### src/rtl/ex_pkg.sv
// Shared types and constants for the RV64I execute stage.
// ALUOp/forward codes, ALU operation enum, WB/M bit indices, decoder.
package ex_pkg;

  localparam int XLEN_DEF = 64;
  localparam int REGW_DEF = 5;

  localparam logic [1:0] ALUOP_ADD   = 2'b00;
  localparam logic [1:0] ALUOP_BR    = 2'b01;
  localparam logic [1:0] ALUOP_FUNCT = 2'b10;

  localparam logic [1:0] FWD_REG   = 2'b00;
  localparam logic [1:0] FWD_EXMEM = 2'b10;
  localparam logic [1:0] FWD_MEMWB = 2'b01;

  localparam int WB_REGWRITE = 1;
  localparam int WB_MEMTOREG = 0;
  localparam int M_BRANCH    = 2;
  localparam int M_MEMREAD   = 1;
  localparam int M_MEMWRITE  = 0;

  // Encodings equal {inst[30], funct3} so R/I decode is a cast.
  typedef enum logic [3:0] {
    ALU_ADD  = 4'b0000,
    ALU_SUB  = 4'b1000,
    ALU_SLL  = 4'b0001,
    ALU_SLT  = 4'b0010,
    ALU_SLTU = 4'b0011,
    ALU_XOR  = 4'b0100,
    ALU_SRL  = 4'b0101,
    ALU_SRA  = 4'b1101,
    ALU_OR   = 4'b0110,
    ALU_AND  = 4'b0111
  } alu_op_e;

  function automatic alu_op_e alu_decode(
    input logic [1:0] aluop,
    input logic [3:0] funct
  );
    alu_op_e op;
    op = ALU_ADD;
    case (aluop)
      ALUOP_BR: op = ALU_SUB;
      ALUOP_FUNCT: begin
        case (funct)
          4'b0000, 4'b1000, 4'b0001,
          4'b0010, 4'b0011, 4'b0100,
          4'b0101, 4'b1101, 4'b0110,
          4'b0111: op = alu_op_e'(funct);
          default: op = ALU_ADD;
        endcase
      end
      default: op = ALU_ADD;
    endcase
    return op;
  endfunction

endpackage

### src/rtl/ex_if.sv
// ID/EX inputs and EX/MEM outputs of the execute stage.
// master = upstream/consumer side, slave = ex_stage.
interface ex_if #(
  parameter int XLEN = 64,
  parameter int REGW = 5
);
  logic            Stall;
  logic            Flush;
  logic [XLEN-1:0] Inst_Addr;
  logic [XLEN-1:0] ReadData1;
  logic [XLEN-1:0] ReadData2;
  logic [XLEN-1:0] ImmediateData;
  logic [REGW-1:0] RD;
  logic [3:0]      Funct;
  logic [1:0]      WB;
  logic [2:0]      M;
  logic [1:0]      ALUOp;
  logic            ALUSrc;
  logic [1:0]      ForwardA;
  logic [1:0]      ForwardB;
  logic [XLEN-1:0] MEMWB_Data;

  logic [XLEN-1:0] ALU_Result_Out;
  logic [XLEN-1:0] WriteData_Out;
  logic [XLEN-1:0] Branch_Target_Out;
  logic            PCSrc;
  logic [REGW-1:0] RD_Out;
  logic [1:0]      WB_Out;
  logic [2:0]      M_Out;
  logic            Valid_Out;

  modport master (
    output Stall, Flush, Inst_Addr,
    output ReadData1, ReadData2,
    output ImmediateData, RD, Funct,
    output WB, M, ALUOp, ALUSrc,
    output ForwardA, ForwardB, MEMWB_Data,
    input  ALU_Result_Out, WriteData_Out,
    input  Branch_Target_Out, PCSrc,
    input  RD_Out, WB_Out, M_Out, Valid_Out
  );

  modport slave (
    input  Stall, Flush, Inst_Addr,
    input  ReadData1, ReadData2,
    input  ImmediateData, RD, Funct,
    input  WB, M, ALUOp, ALUSrc,
    input  ForwardA, ForwardB, MEMWB_Data,
    output ALU_Result_Out, WriteData_Out,
    output Branch_Target_Out, PCSrc,
    output RD_Out, WB_Out, M_Out, Valid_Out
  );
endinterface

### src/rtl/ex_alu64.sv
// Combinational RV64I ALU: op_i, a_i, b_i in; y_o out.
// Shift amount is the low log2(XLEN) bits of b_i.
module alu64
  import ex_pkg::*;
#(
  parameter int XLEN = 64
) (
  input  alu_op_e         op_i,
  input  logic [XLEN-1:0] a_i,
  input  logic [XLEN-1:0] b_i,
  output logic [XLEN-1:0] y_o
);
  localparam int SW = $clog2(XLEN);

  logic [SW-1:0] sh;
  assign sh = b_i[SW-1:0];

  always_comb begin
    y_o = '0;
    case (op_i)
      ALU_ADD:  y_o = a_i + b_i;
      ALU_SUB:  y_o = a_i - b_i;
      ALU_SLL:  y_o = a_i << sh;
      ALU_SLT:  y_o = {{(XLEN-1){1'b0}},
                       $signed(a_i) < $signed(b_i)};
      ALU_SLTU: y_o = {{(XLEN-1){1'b0}},
                       a_i < b_i};
      ALU_XOR:  y_o = a_i ^ b_i;
      ALU_SRL:  y_o = a_i >> sh;
      ALU_SRA:  y_o = $signed(a_i) >>> sh;
      ALU_OR:   y_o = a_i | b_i;
      ALU_AND:  y_o = a_i & b_i;
      default:  y_o = '0;
    endcase
  end
endmodule

### src/rtl/ex_stage.sv
// RV64I execute stage: forwarding, ALU, branch, EX/MEM register.
// Ports: clk, reset_n (async low), bus (ex_if.slave).
module ex_stage
  import ex_pkg::*;
#(
  parameter int XLEN = XLEN_DEF,
  parameter int REGW = REGW_DEF
) (
  input logic clk,
  input logic reset_n,
  ex_if.slave bus
);
  logic [XLEN-1:0] alu_q, alu_d;
  logic [XLEN-1:0] wd_q, wd_d;
  logic [XLEN-1:0] bt_q, bt_d;
  logic            pcsrc_q, pcsrc_d;
  logic [REGW-1:0] rd_q;
  logic [1:0]      wb_q;
  logic [2:0]      m_q;
  logic            valid_q;

  logic [XLEN-1:0] op_a, op_b;
  logic            eq, lt, ltu, take;
  alu_op_e         aop;

  // EX/MEM source is our own registered result.
  always_comb begin
    op_a = bus.ReadData1;
    case (bus.ForwardA)
      FWD_EXMEM: op_a = alu_q;
      FWD_MEMWB: op_a = bus.MEMWB_Data;
      default:   op_a = bus.ReadData1;
    endcase
  end

  always_comb begin
    wd_d = bus.ReadData2;
    case (bus.ForwardB)
      FWD_EXMEM: wd_d = alu_q;
      FWD_MEMWB: wd_d = bus.MEMWB_Data;
      default:   wd_d = bus.ReadData2;
    endcase
  end

  assign op_b = bus.ALUSrc ? bus.ImmediateData : wd_d;
  assign aop  = alu_decode(bus.ALUOp, bus.Funct);

  alu64 #(.XLEN(XLEN)) u_alu (
    .op_i (aop),
    .a_i  (op_a),
    .b_i  (op_b),
    .y_o  (alu_d)
  );

  // Branch compares the forwarded rs2, never the immediate.
  assign eq  = op_a == wd_d;
  assign lt  = $signed(op_a) < $signed(wd_d);
  assign ltu = op_a < wd_d;

  always_comb begin
    take = 1'b0;
    case (bus.Funct[2:0])
      3'b000:  take = eq;
      3'b001:  take = !eq;
      3'b100:  take = lt;
      3'b101:  take = !lt;
      3'b110:  take = ltu;
      3'b111:  take = !ltu;
      default: take = 1'b0;
    endcase
  end

  assign pcsrc_d = take & bus.M[M_BRANCH];
  assign bt_d    = bus.Inst_Addr
                 + (bus.ImmediateData << 1);

  always_ff @(posedge clk or negedge reset_n) begin
    if (!reset_n) begin
      alu_q   <= '0;
      wd_q    <= '0;
      bt_q    <= '0;
      pcsrc_q <= 1'b0;
      rd_q    <= '0;
      wb_q    <= '0;
      m_q     <= '0;
      valid_q <= 1'b0;
    end else if (bus.Flush) begin
      alu_q   <= '0;
      wd_q    <= '0;
      bt_q    <= '0;
      pcsrc_q <= 1'b0;
      rd_q    <= '0;
      wb_q    <= '0;
      m_q     <= '0;
      valid_q <= 1'b0;
    end else if (!bus.Stall) begin
      alu_q   <= alu_d;
      wd_q    <= wd_d;
      bt_q    <= bt_d;
      pcsrc_q <= pcsrc_d;
      rd_q    <= bus.RD;
      wb_q    <= bus.WB;
      m_q     <= bus.M;
      valid_q <= 1'b1;
    end
  end

  assign bus.ALU_Result_Out    = alu_q;
  assign bus.WriteData_Out     = wd_q;
  assign bus.Branch_Target_Out = bt_q;
  assign bus.PCSrc             = pcsrc_q;
  assign bus.RD_Out            = rd_q;
  assign bus.WB_Out            = wb_q;
  assign bus.M_Out             = m_q;
  assign bus.Valid_Out         = valid_q;
endmodule

### src/flat_wrapper.sv
// flat-port wrapper written by rule: the top's interface ports become plain ports
module ex_stage_flat import ex_pkg::*;
#(
  parameter int XLEN = XLEN_DEF,
  parameter int REGW = REGW_DEF
)
  (clk, reset_n, bus_Stall, bus_Flush, bus_Inst_Addr, bus_ReadData1, bus_ReadData2, bus_ImmediateData, bus_RD, bus_Funct, bus_WB, bus_M, bus_ALUOp, bus_ALUSrc, bus_ForwardA, bus_ForwardB, bus_MEMWB_Data, bus_ALU_Result_Out, bus_WriteData_Out, bus_Branch_Target_Out, bus_PCSrc, bus_RD_Out, bus_WB_Out, bus_M_Out, bus_Valid_Out);
  ex_if #(.XLEN(XLEN), .REGW(REGW)) bus_i ();
  input logic clk;
  input logic reset_n;
  input wire logic [$bits(bus_i.Stall)-1:0] bus_Stall;
  input wire logic [$bits(bus_i.Flush)-1:0] bus_Flush;
  input wire logic [$bits(bus_i.Inst_Addr)-1:0] bus_Inst_Addr;
  input wire logic [$bits(bus_i.ReadData1)-1:0] bus_ReadData1;
  input wire logic [$bits(bus_i.ReadData2)-1:0] bus_ReadData2;
  input wire logic [$bits(bus_i.ImmediateData)-1:0] bus_ImmediateData;
  input wire logic [$bits(bus_i.RD)-1:0] bus_RD;
  input wire logic [$bits(bus_i.Funct)-1:0] bus_Funct;
  input wire logic [$bits(bus_i.WB)-1:0] bus_WB;
  input wire logic [$bits(bus_i.M)-1:0] bus_M;
  input wire logic [$bits(bus_i.ALUOp)-1:0] bus_ALUOp;
  input wire logic [$bits(bus_i.ALUSrc)-1:0] bus_ALUSrc;
  input wire logic [$bits(bus_i.ForwardA)-1:0] bus_ForwardA;
  input wire logic [$bits(bus_i.ForwardB)-1:0] bus_ForwardB;
  input wire logic [$bits(bus_i.MEMWB_Data)-1:0] bus_MEMWB_Data;
  output wire logic [$bits(bus_i.ALU_Result_Out)-1:0] bus_ALU_Result_Out;
  output wire logic [$bits(bus_i.WriteData_Out)-1:0] bus_WriteData_Out;
  output wire logic [$bits(bus_i.Branch_Target_Out)-1:0] bus_Branch_Target_Out;
  output wire logic [$bits(bus_i.PCSrc)-1:0] bus_PCSrc;
  output wire logic [$bits(bus_i.RD_Out)-1:0] bus_RD_Out;
  output wire logic [$bits(bus_i.WB_Out)-1:0] bus_WB_Out;
  output wire logic [$bits(bus_i.M_Out)-1:0] bus_M_Out;
  output wire logic [$bits(bus_i.Valid_Out)-1:0] bus_Valid_Out;
  assign bus_i.Stall = bus_Stall;
  assign bus_i.Flush = bus_Flush;
  assign bus_i.Inst_Addr = bus_Inst_Addr;
  assign bus_i.ReadData1 = bus_ReadData1;
  assign bus_i.ReadData2 = bus_ReadData2;
  assign bus_i.ImmediateData = bus_ImmediateData;
  assign bus_i.RD = bus_RD;
  assign bus_i.Funct = bus_Funct;
  assign bus_i.WB = bus_WB;
  assign bus_i.M = bus_M;
  assign bus_i.ALUOp = bus_ALUOp;
  assign bus_i.ALUSrc = bus_ALUSrc;
  assign bus_i.ForwardA = bus_ForwardA;
  assign bus_i.ForwardB = bus_ForwardB;
  assign bus_i.MEMWB_Data = bus_MEMWB_Data;
  assign bus_ALU_Result_Out = bus_i.ALU_Result_Out;
  assign bus_WriteData_Out = bus_i.WriteData_Out;
  assign bus_Branch_Target_Out = bus_i.Branch_Target_Out;
  assign bus_PCSrc = bus_i.PCSrc;
  assign bus_RD_Out = bus_i.RD_Out;
  assign bus_WB_Out = bus_i.WB_Out;
  assign bus_M_Out = bus_i.M_Out;
  assign bus_Valid_Out = bus_i.Valid_Out;
  ex_stage #(.XLEN(XLEN), .REGW(REGW)) u_core (.clk(clk), .reset_n(reset_n), .bus(bus_i));
endmodule
### config.mk
export PLATFORM = sky130hd
export DESIGN_NAME = ex_stage_flat
export DESIGN_NICKNAME = d
export VERILOG_FILES = /design/src/rtl/ex_pkg.sv /design/src/rtl/ex_if.sv /design/src/rtl/ex_alu64.sv /design/src/rtl/ex_stage.sv /design/src/flat_wrapper.sv
export SDC_FILE = /design/constraint.sdc
export NUM_CORES = 2
export LEC_CHECK = 0
export BUFFER_PORTS_ARGS = -buffer_cell sky130_fd_sc_hd__buf_2
export CAP_MARGIN = 20
export CORE_ASPECT_RATIO = 2
export CORE_MARGIN = 2
export CORE_UTILIZATION = 59
export CTS_CLUSTER_DIAMETER = 50
export DETAILED_ROUTE_END_ITERATION = 8
export PLACE_DENSITY_LB_ADDON = 0.25
export SLEW_MARGIN = 25
export SYNTH_ARGS = -nofsm -noshare
export SYNTH_HDL_FRONTEND = slang
export SYNTH_SLANG_ARGS = --single-unit
### constraint.sdc
create_clock -name clk -period 5.69 [get_ports clk]
set_input_delay 0 -clock clk [delete_from_list [all_inputs] [get_ports clk]]
set_output_delay 0 -clock clk [all_outputs]
set_load 0.1 [all_outputs]
==> results of run 1 <==
[through the flow]
| stage | util | instances | TNS [ns] |
|---|---|---|---|
| after floorplan | - | 5222 | 0 |
| after global placement | 0.675 | 6467 | -0.0796 |
| after detailed placement | 0.675 | 6467 | -0.123 |
| after CTS | 0.710 | 6633 | 0 |
[cells in the mapped netlist (all sizes together), types with 16 or more instances]
library cell	instances	share of area
o221ai	28	0.0069
ha	328	0.12
inv	244	0.026
nand4	58	0.010
o211ai	61	0.013
a211oi	69	0.015
a21o	87	0.018
nand2b	27	0.0047
a221oi	36	0.0094
or3	16	0.0031
o21ai	599	0.084
dfrtp	204	0.14
xor2	21	0.0052
o21a	36	0.0076
nand3	72	0.010
mux2i	263	0.074
xnor2	93	0.023
o22ai	35	0.0062
a221o	77	0.022
nor3	75	0.011
mux2	34	0.011
clkbuf	288	0.030
nor2b	22	0.0039
a31oi	66	0.012
nor2	605	0.064
buf	99	0.013
nand2	629	0.066
o31ai	39	0.0084
o21bai	55	0.012
a22oi	99	0.021
and2	19	0.0033
a21oi	556	0.079
a222oi	26	0.0073
and3	16	0.0028
nor4	38	0.0067
[logic make-up after synthesis]
logic type / Yosys count
AOI/OAI and AO/OA: 2027
and+or+nand+nor: 1614
buffers and inverters: 634
muxes: 297
xor gates and xnor gates: 114
adders and majority gates: 332
DFF: 204
[layer usage]
| metal | GRT overflow | GRT usage |
|---|---|---|
| met1 | 82 | 0.831 |
| met3 | 68 | 0.720 |
| met5 | 11 | 0.459 |
| met4 | 543 | 0.882 |
| met2 | 1258 | 1.03 |
==> results.py, run 1 <==
metrics = {
    "outcome": {
        "outcome": "stopped before the end",
        "failed_stage": "global routing",
        "error": "[ERROR GRT-0116] Global routing finished with congestion. Check the congestion regions in the DRC Viewer.",
    },
    "global_routing": {
        "grt_max_degree": 128,
        "overflow": 1962,
        "grt_usage": 0.861,
        "grt_pass1_wl_mm": 411,
        "grt_pass1_vias": 56102,
    },
    "synth": {
        "async_flop_share": 1.00,
        "synth_ff_type": "dfrtp_1",
        "synth_area_per_cell_um2": 6.81,
        "yosysSeqAreaShare": 0.144,
        "synth-simple-area-share": 0.194,
        "synthMuxAreaShare": 0.0848,
        "ys_seq_elements": 204,
        "synth_fa_ha_area_frac": 0.117,
        "synth_compound_area_frac": 0.363,
        "syn_inst": 5222,
        "synth_xor_area_frac": 0.0281,
        "syn-cell-area_mm2": 0.0356,
        "synth_top_family_by_area": "compound AO/OA/AOI/OAI gates",
        "syn_nets": 5898,
        "synth_cell_types": 99,
        "synth.yosys.warnings": 0,
        "synth-edff-count": 0,
    },
    "clocking": {
        "cts_resized": 0,
        "root_buffer": "clkbuf_16",
        "cts_buffer_depth": 3,
        "cts-htree-levels": 1,
        "post_cts_buffers": 0,
        "cts_buffers": 27,
        "cts_sinks": 204,
        "postCtsHoldBufs": 120,
    },
    "die": {
        "rows": 127,
        "initial_core_util": 0.595,
        "num_io_pins": 549,
        "die_h_um": 351,
        "die_x_um": 178,
    },
    "placed_design": {
        "dp_slack_ns": -0.123,
        "place_congestion": 1.63,
        "placed_area_mm2": 0.0403,
        "numPortBuffers": 548,
        "dp_hpwl_mm": 175,
    },
}
==> run 2: changes to the inputs <==
--- a/config.mk
+++ b/config.mk
@@ -7,12 +7,10 @@
 export LEC_CHECK = 0
 export BUFFER_PORTS_ARGS = -buffer_cell sky130_fd_sc_hd__buf_2
 export CAP_MARGIN = 20
-export CORE_ASPECT_RATIO = 2
 export CORE_MARGIN = 2
-export CORE_UTILIZATION = 59
-export CTS_CLUSTER_DIAMETER = 50
+export CORE_UTILIZATION = 40
 export DETAILED_ROUTE_END_ITERATION = 8
-export PLACE_DENSITY_LB_ADDON = 0.25
+export PLACE_DENSITY_LB_ADDON = 0.15
 export SLEW_MARGIN = 25
 export SYNTH_ARGS = -nofsm -noshare
 export SYNTH_HDL_FRONTEND = slang
==> run 2 against run 1 <==
Compared with the run above:
- the flow now finishes, with violations (design-rule violations, negative hold slack)
- synthesized area unchanged
- synthesized cell count unchanged
==> results.py, run 2 <==
metrics = {
    "timing": {
        "report.final.slew_viol_count": 0,
        "whs_ns": -0.00378,
        "slew_headroom": 0.181,
        "rsz0062_at_grt": "no",
        "hold_viol": 8,
        "setup-tns-final_ns": 0,
        "fin_crit_ns": 5.52,
        "period_share": 0.970,
        "clock.fmax_mhz": 181,
        "fin_skew_ns": 0.0217,
        "finalSetupViolCount": 0,
        "postLayoutSetupSlackWorst_ns": 0.170,
        "worst_pin_slew_ns": 1.23,
    },
    "global_routing": {
        "antenna_found_initial": 23,
        "grt_max_degree": 134,
        "grt_usage": 0.498,
        "overflow": 0,
        "grt_pass1_vias": 44748,
        "grt_pass1_wl_mm": 329,
    },
    "cells_and_area": {
        "final_layout_size_suffix_gt1_frac": 0.178,
        "multi_input_area_mm2": 0.0281,
        "seqCellArea_mm2": 0.00510,
        "final_cell_mix": "nand2_1 (629), nor2_1 (601), o21ai_0 (559)",
        "fillers": 9156,
        "stdcell_area_mm2": 0.0439,
        "fin_nets": 6600,
        "area_growth_pct": 23.5,
        "post-route-util": 0.498,
        "layout_commonest_cell": "nand2_1",
    },
    "clocking": {
        "postCtsHoldBufs": 162,
        "post_cts_buffers": 0,
        "cts_tree": "yes",
        "cts-htree-levels": 1,
        "cts_sinks": 204,
        "cts_buffer_depth": 3,
        "cts_buffers": 31,
        "root_buffer": "clkbuf_16",
        "cts_resized": 0,
        "clock_latency_ns": 0.67,
        "path_clk_slew_ns": 0.07,
    },
    "critical_path": {
        "crit_top_cell": "o21ai_0",
        "slowest_delay_ns": 0.55,
        "crit_fanout": 10,
        "end_kind": "flip-flop",
        "rrSetupSlack_ns": 0.17,
        "rr_startpoint": "u_core.bus.ALU_Result_Out[19]",
        "critical_path_buf_inv_count": 1,
        "timing.rr.end": "u_core.bus.ALU_Result_Out[57]",
        "rr_worst_depth": 17,
        "crit_chain": "a221o_1 > o21ai_0 > o21ai_0 > ha_1 > or3_1 > nor4_1 > nand4_1 > nor3_1 > o41ai_1 > a31oi_1 > nor2_1 > buf_4 > o21ai_0 > o21ai_0 > a21oi_1 > nor3_1 > a211oi_1",
        "crit_slowest_cell": "nor3_1",
        "cpLargestDelayFamily": "compound AO/OA/AOI/OAI gates",
        "crit_type": "reg -> reg",
        "critPathLaunchType": "flip-flop",
        "cp.arrival_ns": 6.08,
        "crit_required_ns": 6.25,
    },
    "synth": {
        "syn_nets": 5898,
        "synth_commonest_cells": "nand2_1 (629), nor2_1 (604), o21ai_0 (560), a21oi_1 (554), ha_1 (328)",
        "yosys-top-cells-area": "dfrtp_1 (14%), ha_1 (12%), o21ai_0 (7.9%)",
        "syn_inst": 5222,
        "syn-cell-area_mm2": 0.0356,
        "synth.most_common_cell": "nand2_1",
        "synth.yosys.warnings": 0,
        "ys_seq_elements": 204,
        "async_flop_share": 1.00,
        "synth-edff-count": 0,
        "synth_area_per_cell_um2": 6.81,
        "synth_ff_type": "dfrtp_1",
        "synth_cell_types": 99,
        "yosysSeqAreaShare": 0.144,
        "synth_top_area_share": 0.144,
        "synth_top_area_cell": "dfrtp_1",
    },
    "placed_design": {
        "numPortBuffers": 548,
        "placed_area_mm2": 0.0411,
        "dp_slack_ns": -0.109,
        "place_congestion": 1.11,
        "dp_hpwl_mm": 188,
    },
    "route": {
        "drc": 2,
        "antenna_left": 0,
        "drt_pass1_iterations": 9,
        "routed_wl_mm": 239,
        "avgViaCountPerCell": 6.72,
        "wl_per_cell_um": 33.5,
        "vias": 47905,
        "first_iter_violations": 7023,
    },
    "die": {
        "die_h_um": 302,
        "coreArea_mm2": 0.0882,
        "design.die.area_mm2": 0.0913,
        "rows": 109,
        "die_x_um": 302,
        "num_io_pins": 549,
        "initial_core_util": 0.403,
    },
    "flow_run": {
        "drv_cap": 0,
    },
    "outcome": {
        "outcome": "finished, violations left",
        "violations": "design-rule violations, negative hold slack",
    },
    "power_and_ir_drop": {
        "power.total_uw": 12900,
        "ir_drop_mv": 0.319,
        "cellPowerDensity_mw_per_mm2": 293,
        "p_leak_uw": 0.0203,
    },
    "min_path": {
        "hold_class": "in -> async",
    },
}
## run 2: cell counts after synthesis
Identical to the previous run, type by type.
## run 2: worst max-delay path by stage
stage	depth (start not counted)	start	to	slack, ns
CTS	17	u_core.bus.ALU_Result_Out[19]	u_core.bus.ALU_Result_Out[57]	0.37
global placement	22	bus_ForwardB[0]	u_core.bus.ALU_Result_Out[57]	-0.05
global route	17	u_core.bus.ALU_Result_Out[19]	u_core.bus.ALU_Result_Out[57]	0.03
detailed placement	22	bus_ForwardB[0]	u_core.bus.ALU_Result_Out[57]	-0.11
finish	17	u_core.bus.ALU_Result_Out[19]	u_core.bus.ALU_Result_Out[57]	0.17
floorplan	18	u_core.bus.ALU_Result_Out[3]	u_core.bus.ALU_Result_Out[63]	0.25
## run 2: through the flow
step / hold WS [ns] / cells
final: -0.00378 / 7127
after global routing: 0.0417 / 7118
after CTS: 0.00157 / 7114
after detailed placement: 0.140 / 6894
after global placement: 0.128 / 6894
after floorplan: -0.296 / 5222
## run 2: worst reg2reg max path: stages, from the launching register on
cell	delay, ns
dfrtp_1	0.52
a221o_1	0.19
o21ai_0	0.14
o21ai_0	0.43
ha_1	0.47
or3_1	0.48
nor4_1	0.53
nand4_1	0.17
nor3_1	0.55
o41ai_1	0.31
a31oi_1	0.40
nor2_1	0.09
buf_4	0.17
o21ai_0	0.28
o21ai_0	0.20
a21oi_1	0.18
nor3_1	0.07
a211oi_1	0.21
## run 2: power breakdown
part / total, µW / switching [µW] / internal, µW
clock network: 2210 / 917 / 1290
registers: 1870 / 254 / 1610
logic: 8790 / 6240 / 2540
## run 2: cell type report
cell class,instances,area share
sequential,204,0.116
antenna,13,0.000741
clock inverter,17,0.00544
inverter,247,0.0212
timing repair buffer,1056,0.163
clock buffer,41,0.0197
multi-input combinational,4384,0.641
tap,1165,0.0332
## run 2: layer usage
metal | global-route usage | routed length, µm | vias to the layer above
li1 | - | - | 20602
met1 | 0.595 | 86900 | 22498
met2 | 0.737 | 98600 | 3718
met3 | 0.130 | 27100 | 1063
met4 | 0.438 | 25700 | 24
met5 | 0 | 157 | -
## run 2: kinds of logic (layout without fill, tap and decap cells)
| group | Yosys count | in the layout | synth area share |
|---|---|---|---|
| other | 0 | 13 | 0 |
| muxes | 297 | 297 | 0.0848 |
| AOI/OAI and AO/OA | 2027 | 2027 | 0.363 |
| DFF | 204 | 204 | 0.144 |
| buffers and inverters | 634 | 1361 | 0.0692 |
| xor gates and xnor gates | 114 | 114 | 0.0281 |
| and+or+nand+nor | 1614 | 1614 | 0.194 |
| adders and majority gates | 332 | 332 | 0.117 |
No activity file was read; power rests on OpenSTA's default activity.
